**src/rtl/video_pkg.sv**
```systemverilog
// Shared types and constants for the test pattern generator.
// Pixel format is RGB565 packed as {r, g, b}, MSB first.
package video_pkg;

  typedef struct packed {
    logic [4:0] r;
    logic [5:0] g;
    logic [4:0] b;
  } rgb565_t;

  typedef enum logic [1:0] {
    PAT_BARS  = 2'd0,
    PAT_CHECK = 2'd1,
    PAT_RAMP  = 2'd2,
    PAT_SOLID = 2'd3
  } pattern_e;

  typedef enum logic {
    IDLE = 1'b0,
    RUN  = 1'b1
  } tpg_state_e;

  localparam rgb565_t BAR_WHITE   = 16'hFFFF;
  localparam rgb565_t BAR_YELLOW  = 16'hFFE0;
  localparam rgb565_t BAR_CYAN    = 16'h07FF;
  localparam rgb565_t BAR_GREEN   = 16'h07E0;
  localparam rgb565_t BAR_MAGENTA = 16'hF81F;
  localparam rgb565_t BAR_RED     = 16'hF800;
  localparam rgb565_t BAR_BLUE    = 16'h001F;
  localparam rgb565_t BAR_BLACK   = 16'h0000;

endpackage

```
**src/rtl/video_tpg_pattern.sv**
```systemverilog
// Combinational pixel colour for one raster coordinate; zero latency.
// No flow control: the caller registers the result when it loads a pixel.
import video_pkg::*;

module video_tpg_pattern #(
  parameter int CHECK_LOG2 = 5
) (
  input  logic [11:0] x,
  input  logic [11:0] y,
  input  logic [2:0]  bar_idx,
  input  pattern_e    pattern,
  input  rgb565_t     solid_rgb,
  output rgb565_t     pixel
);

  // Only a few coordinate bits feed the colour maps.
  logic unused_coords;
  assign unused_coords = ^{x, y};

  always_comb begin
    pixel = '0;
    unique case (pattern)
      PAT_BARS: begin
        case (bar_idx)
          3'd0: pixel = BAR_WHITE;
          3'd1: pixel = BAR_YELLOW;
          3'd2: pixel = BAR_CYAN;
          3'd3: pixel = BAR_GREEN;
          3'd4: pixel = BAR_MAGENTA;
          3'd5: pixel = BAR_RED;
          3'd6: pixel = BAR_BLUE;
          3'd7: pixel = BAR_BLACK;
        endcase
      end
      PAT_CHECK: pixel = (x[CHECK_LOG2] ^ y[CHECK_LOG2]) ? BAR_BLACK : BAR_WHITE;
      PAT_RAMP:  pixel = '{r: x[5:1], g: x[5:0], b: x[5:1]};
      PAT_SOLID: pixel = solid_rgb;
    endcase
  end

endmodule

```
**src/rtl/video_tpg_source.sv**
```systemverilog
// Avalon-ST raster test pattern source; first pixel one edge after enable in IDLE.
// Output register holds data/sop/eop while st_ready is low; frames never truncate.
import video_pkg::*;

module video_tpg_source #(
  parameter int XRES       = 640,
  parameter int YRES       = 480,
  parameter int CHECK_LOG2 = 5
) (
  input  logic        clock,
  input  logic        areset,
  input  logic        enable,
  input  logic [1:0]  pattern_sel,
  input  logic [15:0] solid_rgb,
  input  logic        st_ready,
  output logic        st_valid,
  output logic [15:0] st_data,
  output logic        st_sop,
  output logic        st_eop,
  output logic [7:0]  frame_count
);

  localparam logic [11:0] XMAX = 12'(XRES - 1);
  localparam logic [11:0] YMAX = 12'(YRES - 1);
  localparam logic [11:0] BMAX = 12'(XRES / 8 - 1);

  tpg_state_e  state_q, state_d;
  logic [11:0] cx_q, cy_q, bcnt_q;
  logic [2:0]  bidx_q;
  pattern_e    pat_q;
  rgb565_t     solid_q;

  logic        xfer, load_sop, load_next;
  logic [11:0] nx, ny, nbcnt;
  logic [2:0]  nbidx;
  pattern_e    pat_mux;
  rgb565_t     solid_mux, pix;

  assign xfer = st_valid & st_ready;

  always_comb begin
    state_d   = state_q;
    load_sop  = 1'b0;
    load_next = 1'b0;
    nx        = cx_q;
    ny        = cy_q;
    nbcnt     = bcnt_q;
    nbidx     = bidx_q;

    case (state_q)
      IDLE: begin
        if (enable) begin
          load_sop = 1'b1;
          state_d  = RUN;
        end
      end
      RUN: begin
        if (xfer) begin
          if (st_eop) begin
            if (enable) load_sop = 1'b1;
            else        state_d  = IDLE;
          end else begin
            load_next = 1'b1;
          end
        end
      end
    endcase

    // Coordinates of the pixel about to be loaded; bar index advances without a divider.
    if (load_sop) begin
      nx    = '0;
      ny    = '0;
      nbcnt = '0;
      nbidx = '0;
    end else if (cx_q == XMAX) begin
      nx    = '0;
      ny    = cy_q + 12'd1;
      nbcnt = '0;
      nbidx = '0;
    end else begin
      nx = cx_q + 12'd1;
      if (bcnt_q == BMAX) begin
        nbcnt = '0;
        nbidx = bidx_q + 3'd1;
      end else begin
        nbcnt = bcnt_q + 12'd1;
      end
    end

    // The sop pixel already uses the freshly sampled pattern selection.
    pat_mux   = load_sop ? pattern_e'(pattern_sel) : pat_q;
    solid_mux = load_sop ? rgb565_t'(solid_rgb) : solid_q;
  end

  video_tpg_pattern #(
    .CHECK_LOG2 (CHECK_LOG2)
  ) u_pattern (
    .x         (nx),
    .y         (ny),
    .bar_idx   (nbidx),
    .pattern   (pat_mux),
    .solid_rgb (solid_mux),
    .pixel     (pix)
  );

  always_ff @(posedge clock or posedge areset) begin
    if (areset) begin
      state_q     <= IDLE;
      cx_q        <= '0;
      cy_q        <= '0;
      bcnt_q      <= '0;
      bidx_q      <= '0;
      pat_q       <= PAT_BARS;
      solid_q     <= '0;
      st_valid    <= 1'b0;
      st_data     <= '0;
      st_sop      <= 1'b0;
      st_eop      <= 1'b0;
      frame_count <= '0;
    end else begin
      state_q <= state_d;
      if (xfer && st_eop) frame_count <= frame_count + 8'd1;
      if (load_sop || load_next) begin
        cx_q     <= nx;
        cy_q     <= ny;
        bcnt_q   <= nbcnt;
        bidx_q   <= nbidx;
        st_valid <= 1'b1;
        st_data  <= pix;
        st_sop   <= load_sop;
        st_eop   <= (nx == XMAX) && (ny == YMAX);
      end else if (xfer) begin
        st_valid <= 1'b0;
      end
      if (load_sop) begin
        pat_q   <= pat_mux;
        solid_q <= solid_mux;
      end
    end
  end

endmodule

```
**config.mk**
```make
export PLATFORM = sky130hd
export DESIGN_NAME = video_tpg_source
export DESIGN_NICKNAME = d
export VERILOG_FILES = /design/src/rtl/video_pkg.sv /design/src/rtl/video_tpg_pattern.sv /design/src/rtl/video_tpg_source.sv
export SDC_FILE = /design/constraint.sdc
export NUM_CORES = 1
export LEC_CHECK = 0
export ABC_AREA = 1
export CAP_MARGIN = 40
export CORE_ASPECT_RATIO = 0.5
export CORE_MARGIN = 2
export CORE_UTILIZATION = 30
export CTS_BUF_LIST = sky130_fd_sc_hd__clkbuf_4
export CTS_CLUSTER_DIAMETER = 200
export DETAILED_ROUTE_END_ITERATION = 16
export PLACE_DENSITY_LB_ADDON = 0.15
export SLEW_MARGIN = 40
export SYNTH_ARGS = -nofsm -noshare
export SYNTH_HDL_FRONTEND = slang
export SYNTH_SLANG_ARGS = --single-unit
```
**constraint.sdc**
```tcl
create_clock -name clock -period 2.9 [get_ports clock]
set_input_delay 0.435 -clock clock [delete_from_list [all_inputs] [get_ports clock]]
set_output_delay 0.435 -clock clock [all_outputs]
set_load 0.01 [all_outputs]
```
After elaboration in Yosys (flattened, before gate mapping) --
Memories as Yosys holds them, arrays and structs flattened. Index checks and enable logic that the tools add are counted.
Cells by class: $add $sub $neg 5, bitwise operators 3, reductions and logical operators 5, eq/ne operators 7, mux-type cells 26
Operators with widths (count):
- $mux 12 | 7
- $pmux 16 s4 | 1
- $add 12x1->12 const B | 3
- $mux 16 | 2
- $eq 12x10->1 const B | 2
- $eq 12x7->1 const B | 1
- $eq 12x9->1 const B | 1
- $mux 1 | 10
- $mux 3 | 3
- $add 8x1->8 const B | 1
- $eq 2x2->1 const B | 2
- $pmux 1 s2 | 2
- $add 3x1->3 const B | 1
- $eq 2x1->1 const B | 1
- $logic_and 1x1->1 | 2
- $logic_not 2->1 | 1
- $mux 2 | 1
- $reduce_bool 2->1 | 1
- $and 1x1->1 | 1
- $logic_or 1x1->1 | 1
- $not 1->1 | 1
- $xor 1x1->1 | 1
Word-level totals: flip-flop bits (word level) 85, output and inout port bits 27, word-level logic and storage cells 61, bits in read-only memories 128, memories kept 1, bits of input ports 22
Memory list:
- (name not given) | words 8, width 16, read ports 1, clocked after Yosys merged registers in 0, wr ports 0, RTL line video_tpg_pattern.sv:24 | case (bar_idx)

Logic depth before layout (Yosys ltp) --
depth after elaboration 8, depth in mapped cells 14, mapped depth without buffers 14

Modules after synthesis --
A second synthesis with hierarchy kept.
Second synthesis, totals: cell total of the unflattened synthesis 703, area, all modules 4994.8 um2
Modules (own cells, without submodules):
- video_tpg_source | seq. area each 2127.0 um2, instances 1, cells each 614, area an instance 4543.1 um2
- video_tpg_pattern | seq. area each 0.0 um2, instances 1, cells each 89, area an instance 451.7 um2

Worst setup path after synthesis --
OpenSTA, ideal clock, no wires.
path type register -> register, from register cx_q[0], to register st_data[0], path buffers 1, required time 2.787 ns, cell stages (with the launch flop) 13, library setup time 0.113 ns, clock period less this slack 1.795 ns, path slack 1.105 ns, arrival time 1.682 ns, path through dfrtp_1 > ha_1 > nand2_1 > inv_1 > nand2_4 > nor2_8 > nor2_8 > nand4_1 > nand3_4 > buf_8 > nand3_1 > nand2_1 > inv_1
Between the ends: word-level cells in the longest chain between the ends 6, elaborated cells between the ends (all ways) 12, those cells by class 1 x add/sub; 1 x eq/ne; 8 x mux; 1 x bitwise; 1 x memory
RTL lines:
- from (decl) | RTL line video_tpg_source.sv:28 | logic [11:0] cx_q, cy_q, bcnt_q;
- from (signal assigned) | RTL line video_tpg_source.sv:124 | cx_q <= nx;
- $add 12x1->12 / $eq 12x10->1 (equally long branches) | RTL line video_tpg_source.sv:81, video_tpg_source.sv:75
- $mux 12 | RTL line video_tpg_source.sv:75 | end else if (cx_q == XMAX) begin
- $mux 12 | RTL line video_tpg_source.sv:70 | if (load_sop) begin
- $xor 1x1->1 | RTL line video_tpg_pattern.sv:35 | PAT_CHECK: pixel = (x[CHECK_LOG2] ^ y[CHECK_LOG2]) ? BAR_BLACK : BAR_WHITE;
- $mux 16 | RTL line video_tpg_pattern.sv:35
- $pmux 16 s4 * | RTL line video_tpg_pattern.sv:22 | unique case (pattern)
- to (signal assigned) | RTL line video_tpg_source.sv:129 | st_data <= pix;
- to (decl) | RTL line video_tpg_source.sv:17 | output logic [15:0] st_data,
Every way passes the cells marked *; elsewhere a longest branch is shown, timed or not. A chain may end at the register's enable or synchronous reset.

Final worst setup path --
from register cx_q[0], to register st_data[15]
Same word-level chain as after synthesis.

==> metrics.csv <==
metric,value,unit
PwrDens,616,nW/um2
#FFs+latches synth,85,
WP data arrival,2560,ps
vias per cell,4.44,
first-pass GRT wire length,20900,um
Yosys warning total,0,
Setup Skew,26.3,ps
status,finished clean,
WL per Instance,13.0,um
Ports,49,
CTS tree,yes,
die area,17800,um2
CP Capture Type,flop,
Routed Antenna Nets,0,
max cap viols,0,
post-CTS sizing,0,
Worst Reg2Reg Path Length in Cells,11,
TNS Setup,0,ps
GRT Resource Usage Total,0.148,
Hold Crit Class,input port to asynchronous set/reset pin,
Seq pwr share,0.457,
count of different cell masters after synthesis,44,
first drt pass iteration count,5,
die width,187,um
mean cell area of the mapped netlist,7.71,um2
clock latency on the worst-skew pair,460,ps
internal power,2.29,mW
Placer Congestion,0.782,
final setup fails,0,
"Req. time, crit path",3270,ps
P&R area growth vs syn,17.8,%
worst slew pin tran,487,ps
num rows,33,
synthesized instance count,649,
Setup Crit Path Kind,flop to flop,
sw frac,0.368,
min Tclk post-route,2200,ps
vias in the first global route,4122,
Pleak,2.78,nW
Sw Pwr,1.34,mW
clock sink count,85,
relative slew slack,0.672,
hold slack,343,ps
critical path peak fanout,16,
Final Core Density,0.360,
# hold bufs at CTS,0,
Core ar.,16400,um2
Logic pwr share,0.342,
Netlist Area Pre-Place,5000,um2
CP Launch Type,flop,
clk root buf,clkbuf_4,
PortBufs,48,
maximum vdd drop,0.284,mV
Initial Utilization,0.306,
grt ovf,0,
layout net count,729,
post-synthesis sequential area ratio,0.425,
Post CTS Setup Buffer Count,0,
DIE HEIGHT,95.3,um
ant diodes,0,
CTS Buffer Depth,2,
layout cells sized above 1,0.127,
final WL,12100,um
Worst-path clk slew,160,ps
H-tree Lvls,3,
via count,4151,
DRC errors left,0,
Final period util,0.757,
syn_nets,676,
Max Slew Vio Count,0,
Num CTS Buffers,9,
Clock power frac,0.201,
DP HPWL,8950,um
fmax,455,MHz
drt initial violations,205,
initial antenna violation count,0,
final hold violations,0,
RSZ-0062 raised after global routing,no,
Tot Pwr,3.63,mW
maximum number of pins on one net before global-route repair,54,
-- critical path, stage by stage (launching register included) --
cell and delay, ps:
dfrtp_1 460, ha_1 250, nand2_1 150, inv_1 140, nand2_4 130, nor2_8 60
nor2_8 180, nand4_1 210, nand3_4 270, nand3_1 140, nand2_1 80, inv_1 40
-- stage by stage --
| stage | instance area (um2) | cells | setup slack, ps |
|---|---|---|---|
| 2_1_floorplan | 5000 | 649 | 272 |
| 3_3_place_gp | 5750 | 918 | 291 |
| 3_5_place_dp | 5750 | 918 | 257 |
| 4_1_cts | 5890 | 934 | 714 |
| 5_1_grt | 5890 | 934 | 507 |
| 6_report | 5890 | 934 | 703 |
-- layout by cell type, fill, tap and decap left out, types with 9 or more instances in the layout --
master           count
dfrtp_1             85
or2_2               18
clkdlybuf4s50_1     48
clkbuf_4            10
o21ai_0             37
nand2_1            174
nand4_1             13
nand3_1             54
nor2_1              71
inv_1               75
nor3_1               9
-- state kept, by name, indices dropped and copies added (netlist names) --
name / count
st_valid: 1
frame_count: 8
cy_q: 12
bcnt_q: 12
solid_q: 16
st_sop: 1
bidx_q: 3
st_eop: 1
state_q: 1
st_data: 16
cx_q: 12
pat_q: 2
-- per-layer routing --
metal,up-vias,track usage,wire (um)
met1,1917,0.205,6350
met2,57,0.235,5330
met4,0,0.0364,98
met5,-,0,0
li1,2171,-,-
met3,6,0.0353,362
-- path summary, 6_finish.rpt --
kind / start / slack (ps) / endpoint
setup reg to reg: cx_q[0] / 700 / st_data[15]
hold reg to reg: st_sop / 490 / st_sop
min in group clock: st_sop / 490 / st_sop
hold / removal: areset / 340 / st_data[9]
max in group asynchronous: areset / 2160 / cy_q[4]
setup / recovery: cx_q[0] / 700 / st_data[15]
-- area by class of cell --
class	count	area, um2
clock buffer	10	75.1
clock inverter	6	70.1
fill	1788	10500
inverter	84	327
multi-input combinational	465	2450
sequential	85	2130
tap	227	284
timing repair buffer	57	561
-- Yosys cell counts, drive strengths merged --
cell | number | area [um2]
mux2 | 1 | 11.3
nand3 | 61 | 363
nand3b | 7 | 52.6
or2 | 27 | 169
buf | 6 | 56.3
ha | 5 | 62.6
nand4 | 14 | 93.8
o22a | 1 | 8.76
clkbuf | 9 | 43.8
o31ai | 1 | 7.51
inv | 84 | 325
nor3 | 9 | 45.0
nor4 | 1 | 6.26
o21ai | 46 | 241
nor3b | 1 | 7.51
xor2 | 6 | 52.6
dfrtp | 85 | 2130
nor2 | 81 | 399
a21oi | 9 | 75.1
nand2 | 189 | 800
o41ai | 1 | 8.76
a32o | 1 | 10.0
xnor2 | 4 | 35.0
-- power by group through the flow --
stage | sequential (mW) | combinational [mW] | clock [mW]
2_1_floorplan | 1.69 | 0.759 | 0
3_3_place_gp | 1.69 | 1.25 | 0
3_5_place_dp | 1.68 | 1.25 | 0
4_1_cts | 1.66 | 1.26 | 0.780
5_1_grt | 1.70 | 1.41 | 0.823
6_report | 1.66 | 1.24 | 0.730
-- logic make-up (layout without fill, tap and decap cells) --
group | after synthesis | after routing | share of synthesized area
AOI/OAI and AO/OA | 59 | 59 | 0.0703
xor gates and xnor gates | 10 | 10 | 0.0175
adders and majority gates | 5 | 5 | 0.0125
buffers and inverters | 99 | 157 | 0.0851
DFF | 85 | 85 | 0.425
muxes | 1 | 1 | 0.00225
and+or+nand+nor | 390 | 390 | 0.387
Note: power is estimated with default switching activity, not from simulation.
==> RTL change 1, RTL diff (config.mk and constraints unchanged) <==
Register the output `frame_count` once more, with the module's reset; this adds one clock of latency there. The other outputs are not delayed to match.
--- a/src/rtl/video_tpg_source.sv
+++ b/src/rtl/video_tpg_source.sv
@@ -23,6 +23,8 @@
   localparam logic [11:0] XMAX = 12'(XRES - 1);
   localparam logic [11:0] YMAX = 12'(YRES - 1);
   localparam logic [11:0] BMAX = 12'(XRES / 8 - 1);
+
+  logic [7:0] frame_count_s0;
 
   tpg_state_e  state_q, state_d;
   logic [11:0] cx_q, cy_q, bcnt_q;
@@ -116,10 +118,10 @@
       st_data     <= '0;
       st_sop      <= 1'b0;
       st_eop      <= 1'b0;
-      frame_count <= '0;
+      frame_count_s0 <= '0;
     end else begin
       state_q <= state_d;
-      if (xfer && st_eop) frame_count <= frame_count + 8'd1;
+      if (xfer && st_eop) frame_count_s0 <= frame_count_s0 + 8'd1;
       if (load_sop || load_next) begin
         cx_q     <= nx;
         cy_q     <= ny;
@@ -139,5 +141,13 @@
     end
   end
 
+  always_ff @(posedge clock or posedge areset) begin
+    if (areset) begin
+      frame_count <= '0;
+    end else begin
+      frame_count <= frame_count_s0;
+    end
+  end
+
 endmodule
 
Check against the original RTL: no difference found for any inputs over 10 cycles, from zero or initial values and one cycle with areset high; that may be too few to reach the edited logic, so the function may still have changed.
==> RTL change 1 against the original RTL <==
- total power shrank 2.3%
- setup slack got worse by 0.14 ns
- largest power group unchanged
- sequential share of layout area up 2.9 points
- synthesized area rose by 1.1%
- utilization up 0.26 points
- routed wire length up 9.1%
- sequential cell count rose by 8
- design area rose by 1.2%
- die area up 1.1%
- critical path type unchanged
- synthesized cell count increased by 2.8%
- combinational power decreased by 15%
- critical endpoint is now st_data[13]
==> RTL change 1: results <==
INSERT INTO impl_metrics (metric_group, metric, value, unit) VALUES
('power_and_ir_drop', 'cellLeakagePower', '2.76', 'nW'),
('cells_and_area', 'layout.comb_gates.multi_input', '468', ''),
('synth', 'synth_compound_area_share', '8.69', '%'),
('synth', 'yosys-mux-area-fraction', '0.223', '%'),
('synth', 'ys_types', '39', ''),
('run_status', 'outcome', 'finished, final reports clean', ''),
('drt', 'drt_via_density', '4.68', ''),
('setup_path', 'critical_path.max_stage_delay', '0.50', 'ns'),
('global_routing', 'first_pass_grt_wire_length', '22.5', 'mm'),
('floorplanning', 'core_footprint', '0.0164', 'mm²'),
('synth', 'netlist_top_cells_area', 'sky130_fd_sc_hd__dfrtp_1 46%, sky130_fd_sc_hd__nand2_1 13%, sky130_fd_sc_hd__nand3_1 6.0%, sky130_fd_sc_hd__inv_1 5.9%, sky130_fd_sc_hd__nor2_1 5.6%', ''),
('place', 'detailed_place.area', '0.00581', 'mm²'),
('cells_and_area', 'register_area', '0.00233', 'mm²'),
('cells_and_area', 'signal_buffer_area_fraction', '10.2', '%'),
('cells_and_area', 'fillers', '1765', ''),
('global_routing', 'grt_max_degree', '51', ''),
('cells_and_area', 'post-route-cell-area', '0.00596', 'mm²'),
('drt', 'route.layer.met1.wl', '6.82', 'mm'),
('cells_and_area', 'layout.non_clock_inverters', '83', ''),
('global_routing', 'grt_pass1_vias', '4364', '');
RTL change 1: cell count changes in the layout (fill, tap and decap cells not counted), moves of 5 or more:
cell,unedited run,this run
sky130_fd_sc_hd__buf_4,8,14
sky130_fd_sc_hd__or2_1,6,0
sky130_fd_sc_hd__nand3_1,54,61
sky130_fd_sc_hd__dfrtp_1,85,93
sky130_fd_sc_hd__o21ai_1,8,21
sky130_fd_sc_hd__nand4_1,13,20
sky130_fd_sc_hd__nor2_1,71,76
RTL change 1: routing by layer:
layer,vias to the layer above,GRT usage [%]
li1,2240,-
met1,2108,22.3
met5,-,0
met4,0,3.35
met3,11,3.03
met2,84,26.0
RTL change 1: per-stage QoR:
| stage | power [mW] | std cells | setup slack (ns) |
|---|---|---|---|
| after floorplan | 2.32 | 667 | 0.0447 |
| after global placement | 2.82 | 934 | 0.237 |
| after detailed placement | 2.80 | 934 | 0.190 |
| after CTS | 3.59 | 950 | 0.580 |
| after global routing | 3.79 | 950 | 0.333 |
| final | 3.55 | 950 | 0.559 |
RTL change 1: path summary, 6_finish.rpt:
check                                  to  slack [ns]              start  cells after the start
max in group asynchronous        cy_q[10]        1.97             areset                      3
min reg2reg                frame_count[7]        0.42  frame_count_s0[7]                      0
min in group clock         frame_count[7]        0.42  frame_count_s0[7]                      0
min                           st_data[10]        0.28             areset                      2
max reg2reg                   st_data[13]        0.56            cx_q[0]                     13
max                           st_data[13]        0.56            cx_q[0]                     13
RTL change 1: power by group through the flow:
stage	logic, mW	registers (mW)	clock network, mW
after floorplan	0.583	1.74	0
after global placement	1.05	1.77	0
after detailed placement	1.04	1.76	0
after CTS	1.05	1.74	0.799
after global routing	1.18	1.77	0.842
final	1.05	1.74	0.765
==> RTL change 2, RTL diff (config.mk and constraints unchanged) <==
Made on the original files. The parameter `XRES` goes from 640 to 480.
--- a/src/rtl/video_tpg_source.sv
+++ b/src/rtl/video_tpg_source.sv
@@ -3,7 +3,7 @@
 import video_pkg::*;
 
 module video_tpg_source #(
-  parameter int XRES       = 640,
+  parameter int XRES       = 480,
   parameter int YRES       = 480,
   parameter int CHECK_LOG2 = 5
 ) (
Check against the original RTL: same outputs for any inputs over 10 cycles, from zero or initial values and one cycle with areset high; that may be too few to reach the edited logic, so the function may still have changed.
==> RTL change 2 against the original RTL <==
- clock skew down 0.0056 ns
- via count is 0.24% higher
- synthesized cell count up 0.92%
- setup slack lost 0.022 ns
- routed wire length up 2.8%
- global-route usage rose by 0.39 points
- synthesized area shrank 1.5%
- design area shrank 0.96%
- sequential cell count unchanged
- total power is 3.6% higher
- largest power group unchanged
==> RTL change 2: results <==
INSERT INTO impl_metrics (metric_group, metric, value, unit) VALUES
('run_status', 'outcome', 'finished, final reports clean', ''),
('cells_and_area', 'multi_input_area', '0.00235', 'mm²'),
('synth', 'post_synth_inst_count', '655', ''),
('setup_path', 'setup.reg_to_reg.worst_slack', '0.72', 'ns'),
('drt', 'first_pass_iters', '4', ''),
('setup_path', 'cp_slowest_cell', 'sky130_fd_sc_hd__clkdlybuf4s50_1', ''),
('power_and_ir_drop', 'total_power', '3.76', 'mW'),
('setup_path', 'timing.rr.end', 'st_data[1]', ''),
('sta', 'layout_worst_path_cycle_share', '76.5', '%'),
('drt', 'drt-initial-drc-count', '300', ''),
('synth', 'netlist_top_cells_area', 'sky130_fd_sc_hd__dfrtp_1 43%, sky130_fd_sc_hd__nand2_1 14%, sky130_fd_sc_hd__inv_1 5.9%, sky130_fd_sc_hd__nand3_1 5.7%, sky130_fd_sc_hd__nor2_1 5.5%', ''),
('setup_path', 'critical_path.max_stage_delay', '0.48', 'ns'),
('power_and_ir_drop', 'internal_power', '2.37', 'mW'),
('synth', 'yosysSeqAreaShare', '43.2', '%'),
('sta', 'skew', '0.0207', 'ns'),
('cells_and_area', 'nNetsFinal', '736', ''),
('global_routing', 'grt_pass1_vias', '4010', ''),
('global_routing', 'grt_use_total', '15.2', '%'),
('place', 'detailed_place.area', '0.00568', 'mm²'),
('setup_path', 'cp_data_arrival_time', '2.58', 'ns');
## RTL change 2: cell types whose count changed after synthesis, moves of 4 or more
cell                       delta
sky130_fd_sc_hd__o22ai_1      +4
sky130_fd_sc_hd__clkbuf_1     -6
sky130_fd_sc_hd__nand4_1      -5
sky130_fd_sc_hd__nand2_1      +5
sky130_fd_sc_hd__or2_1        -6
sky130_fd_sc_hd__inv_2        +5
sky130_fd_sc_hd__nand2_4      +5
sky130_fd_sc_hd__or2_2        +9
sky130_fd_sc_hd__nand3b_1     -6
sky130_fd_sc_hd__buf_2        +6
## RTL change 2: cell type report
class                      count  area share [%]
inverter                      90            5.87
clock buffer                   9            1.16
clock inverter                 6            1.52
timing repair buffer          59            9.86
multi-input combinational    464            40.2
antenna                        1          0.0429
sequential                    85            36.4
tap                          227            4.87
## RTL change 2: routing by layer
metal	part of all wire (%)	GRT usage (%)	vias to the layer above
met5	0	0	-
met4	0.22	3.17	0
met3	3.3	3.32	2
met2	42	22.1	62
met1	55	23.0	1934
li1	-	-	2163
